**src/rtl/cache_arbiter.sv**
```systemverilog
// Round-robin arbiter sharing one physical-memory port between the
// instruction cache and the data cache.
module cache_arbiter #(
    parameter int ADDR_W = 16,
    parameter int LINE_W = 128
) (
    input  logic              clk,
    input  logic              rst_n,
    input  logic              i_read,
    input  logic              i_write,
    input  logic [ADDR_W-1:0] i_address,
    input  logic [LINE_W-1:0] i_wdata,
    output logic              i_resp,
    output logic [LINE_W-1:0] i_rdata,
    input  logic              d_read,
    input  logic              d_write,
    input  logic [ADDR_W-1:0] d_address,
    input  logic [LINE_W-1:0] d_wdata,
    output logic              d_resp,
    output logic [LINE_W-1:0] d_rdata,
    output logic              pmem_read,
    output logic              pmem_write,
    output logic [ADDR_W-1:0] pmem_address,
    output logic [LINE_W-1:0] pmem_wdata,
    input  logic              pmem_resp,
    input  logic [LINE_W-1:0] pmem_rdata,
    output logic [1:0]        grant
);

    typedef enum logic [1:0] {
        IDLE  = 2'b00,
        GNT_I = 2'b01,
        GNT_D = 2'b10
    } state_e;

    state_e state_q, state_d;
    // 1: data cache owned the last completed transaction
    logic   last_d_q, last_d_d;

    logic req_i, req_d;

    assign req_i = i_read | i_write;
    assign req_d = d_read | d_write;

    always_ff @(posedge clk) begin
        if (!rst_n) begin
            state_q  <= IDLE;
            last_d_q <= 1'b1;
        end else begin
            state_q  <= state_d;
            last_d_q <= last_d_d;
        end
    end

    always_comb begin
        state_d      = state_q;
        last_d_d     = last_d_q;
        pmem_read    = 1'b0;
        pmem_write   = 1'b0;
        pmem_address = '0;
        pmem_wdata   = '0;
        i_resp       = 1'b0;
        d_resp       = 1'b0;
        unique case (state_q)
            IDLE: begin
                if (req_i && req_d) begin
                    state_d = last_d_q ? GNT_I : GNT_D;
                end else if (req_i) begin
                    state_d = GNT_I;
                end else if (req_d) begin
                    state_d = GNT_D;
                end
            end
            GNT_I: begin
                // write wins when a client raises both strobes
                pmem_read    = i_read & ~i_write;
                pmem_write   = i_write;
                pmem_address = i_address;
                pmem_wdata   = i_wdata;
                i_resp       = pmem_resp;
                if (pmem_resp) begin
                    state_d  = IDLE;
                    last_d_d = 1'b0;
                end else if (!req_i) begin
                    state_d = IDLE;
                end
            end
            GNT_D: begin
                pmem_read    = d_read & ~d_write;
                pmem_write   = d_write;
                pmem_address = d_address;
                pmem_wdata   = d_wdata;
                d_resp       = pmem_resp;
                if (pmem_resp) begin
                    state_d  = IDLE;
                    last_d_d = 1'b1;
                end else if (!req_d) begin
                    state_d = IDLE;
                end
            end
            default: state_d = IDLE;
        endcase
    end

    assign grant   = state_q;
    assign i_rdata = pmem_rdata;
    assign d_rdata = pmem_rdata;

endmodule

```
**config.mk**
```make
export PLATFORM = sky130hd
export DESIGN_NAME = cache_arbiter
export DESIGN_NICKNAME = d
export VERILOG_FILES = /design/src/rtl/cache_arbiter.sv
export SDC_FILE = /design/constraint.sdc
export NUM_CORES = 1
export LEC_CHECK = 0
export CAP_MARGIN = 40
export CORE_AREA = 2 2 324 326
export CTS_CLUSTER_SIZE = 30
export DETAILED_ROUTE_END_ITERATION = 10
export DIE_AREA = 0 0 326 328
export GPL_TIMING_DRIVEN = 1
export PLACE_DENSITY = 0.36
export SLEW_MARGIN = 25
export SYNTH_ARGS = -nofsm -noshare
export SYNTH_HDL_FRONTEND = slang
export SYNTH_SLANG_ARGS = --single-unit
```
**constraint.sdc**
```tcl
create_clock -name clk -period 1.8 [get_ports clk]
set_input_delay 0.18 -clock clk [delete_from_list [all_inputs] [get_ports clk]]
set_output_delay 0.18 -clock clk [all_outputs]
set_load 0.02 [all_outputs]
```
==> run metrics <==
Worst Max-Slew Pin Slew between 400 and 500 ps; critical path cell sequence buf_6, ha_4, buf_12, buf_16, a22oi_2, nor2b_2, buf_12; root buf cell clkbuf_16; outcome finished, violations left; Tcrit/Tclk final 116.7%; Fmax about 0.48 GHz; max cap viols 0; top cell type's share of synthesized area approximately 44%; Synth Flop Type dfxtp_1; initial antenna violation count 7; cts-stage hold buffer count 0; most frequent cell after synthesis buf_4; hold wc startpoint pmem_rdata[44]; Core ar. 0.1032 mm^2; first-pass GRT wire length ~66000 um; Crit. End Element output port; Worst setup SP type register; gr ovfl total 0; most used cell along the critical path buf_12; Synth Net Count roughly 1100; Final Hold Viols 0; post-route ant nets 0; CTS tree built; Register Area between 60 and 70 um^2; critical path's largest stage delay just over 400 ps; Worst VDD drop between 0.2 and 0.3 mV; clk sinks 3; Slew Viols, Final 0; Total GRT Usage around a tenth; die height 328 um; Std-Cell Rows about 120; WS Path Type register to output port; drt wl/cell about 24 um; r2r setup slk 110 ps; DRT Wirelength approximately 55000 um; met1 wire length about 21000 um; share of layout cells above drive strength 1 between 60% and 70%; Yosys cell types 21; #FFs+latches synth 3; area taken by multi-input logic gates around 0.0034 mm^2; pin count of the biggest net entering global routing 24; WL met3 just over 6000 um; largest cells by area after synthesis buf_4, a22oi_1, nor2b_1; Vias around 5600; Pleak around 4 nW; GPL Wtd Cong between 0.7 and 0.8; failing checks setup timing; Pre-Repair DR Iteration Count 4; I/O Buffers approximately 440; DRC viols 0; Max clock buf depth 2; final instance area around 0.013 mm^2; htree depth 1; die area around 0.11 mm^2; worst min path class input port to output port; WL met2 around 26000 um; post-synthesis async set-or-reset flop share 0%; area grow syn2layout 189.0%; Clk Latency, worst-skew pair between 200 and 250 ps; PnR worst setup slack -300.7 ps; hold path endpoint d_rdata[44]; CP required 1620 ps; Highest Signal Layer met5; Post-Synthesis Cells about 620; min cycle time layout between 2000 and 2500 ps; Reg2Reg Depth 7; WP data arrival roughly 1900 ps; via density per instance ~2.5; RSZ-0062 raised after global routing true; Cell Pwr Density 584.2 mW/mm^2; placed inst area 0.009862 mm^2; # IOs roughly 830; Critical Path Slowest Stage Cell a22oi_2; CP max FO 11; Worst-path clk slew about 30 ps; YS warnings 0; hold depth 0; Critical R2R Launch grant[0]; Initial DRC Count about 150; synthesized area about 0.0044 mm^2; register area share after synthesis about 1.4%; post-layout util 12.25%; number of synthesized flops with an enable pin 0; Die Wd between 300 and 400 um; final net count approximately 1300; r2r endpoint grant[1]; fillers around 12000; synth cell count leaders buf_4, a22oi_1, nor2b_1; dominant cell type by area after synthesis buf_4; DP HPWL 43280 um; Slew HR between 60 and 70%; vias in the first global route ~6000; Num CTS Buffers 3; initial core utilization 4.237%; worst setup slack after placement -446.7 ps; Avg Cell Area, Syn about 7 um^2; endpoints failing setup between 100 and 150; Overall Power about 7.4 mW; Clock Skew around 2.5 ps
==> worst max-delay path by stage <==
stage	from	endpoint	slack, ps	cells past startpoint
floorplan	grant[0]	pmem_address[0]	50	5
global placement	grant[1]	pmem_wdata[83]	-400	7
detailed placement	grant[1]	pmem_wdata[83]	-450	7
CTS	grant[1]	pmem_wdata[92]	-290	8
global route	grant[1]	pmem_wdata[113]	-310	8
finish	grant[1]	pmem_wdata[85]	-300	7
==> layout make-up <==
cell class / instances / share of cell area, %
inverter: 4 / 0.1188
clock buffer: 4 / 0.6236
antenna: 1 / 0.01980
tap: 1380 / 13.66
timing repair buffer: 566 / 57.88
sequential: 3 / 0.4950
multi-input combinational: 313 / 27.20
==> metal layers <==
metal | vias up | track usage, %
met1 | 2530 | 11.01
met5 | - | 0
met2 | 525 | 15.90
met3 | 115 | 4.324
met4 | 10 | 2.194
li1 | 2418 | -
==> metrics by stage <==
stage	setup TNS [ps]	hold slack, ps	std cells
floorplan	0	268.9	624
global placement	-16450	360.2	2187
detailed placement	-19510	360.2	2187
CTS	-23290	360.2	2249
global route	-26560	360.0	2270
finish	-19070	360.0	2271
==> logic make-up (layout without fill, tap and decap cells) <==
kind of cell,after synthesis,after routing,synth area share [%]
other cells,0,1,0
flops,3,3,1.373
fa+ha+maj,3,3,0.8585
mux,2,2,0.4578
simple gates,159,159,22.46
buf+inv,308,574,49.30
compound gates,149,149,25.55
==> timing repair <==
action	in CTS	in global routing
pin swaps	37	40
gates resized for setup	453	122
buffers inserted	37	17
gates cloned	22	7
setup endpoints to repair	148	147
==> critical path, delay by kind of cell (launching register included) <==
kind	cells	cell delay, ps
AND/OR/NAND/NOR	1	120
AO/OA/AOI/OAI	1	410
flip-flops	1	330
buffers and inverters	4	610
adder cells (fa/ha/maj)	1	170
==> registers in the layout (all words and copies together) (netlist names) <==
signal	count
last_d_q	1
grant	2
==> where the power goes <==
| group | internal [mW] | switching, mW | total (mW) |
|---|---|---|---|
| logic | 3.90 | 3.04 | 6.94 |
| clock network | 0.293 | 0.0656 | 0.358 |
| registers | 0.0778 | 0.00785 | 0.0856 |
==> cells in the final DEF, fill, tap and decap left out, drive strengths merged <==
cell / synthesis / routed
a22oi: 145 / 145
a311o: 1 / 1
and2: 2 / 2
buf: 287 / 264
clkbuf: 17 / 11
clkdlybuf4s50: 0 / 294
dfxtp: 3 / 3
diode: 0 / 1
dlymetal6s2s: 0 / 1
ha: 3 / 3
inv: 4 / 4
mux2i: 2 / 2
nand2: 5 / 5
nand3: 1 / 1
nand3b: 1 / 1
nor2: 2 / 2
nor2b: 145 / 145
nor3b: 2 / 2
o211ai: 1 / 1
o21ai: 1 / 1
o22ai: 1 / 1
or2: 1 / 1
No activity file was read; power rests on OpenSTA's default activity.
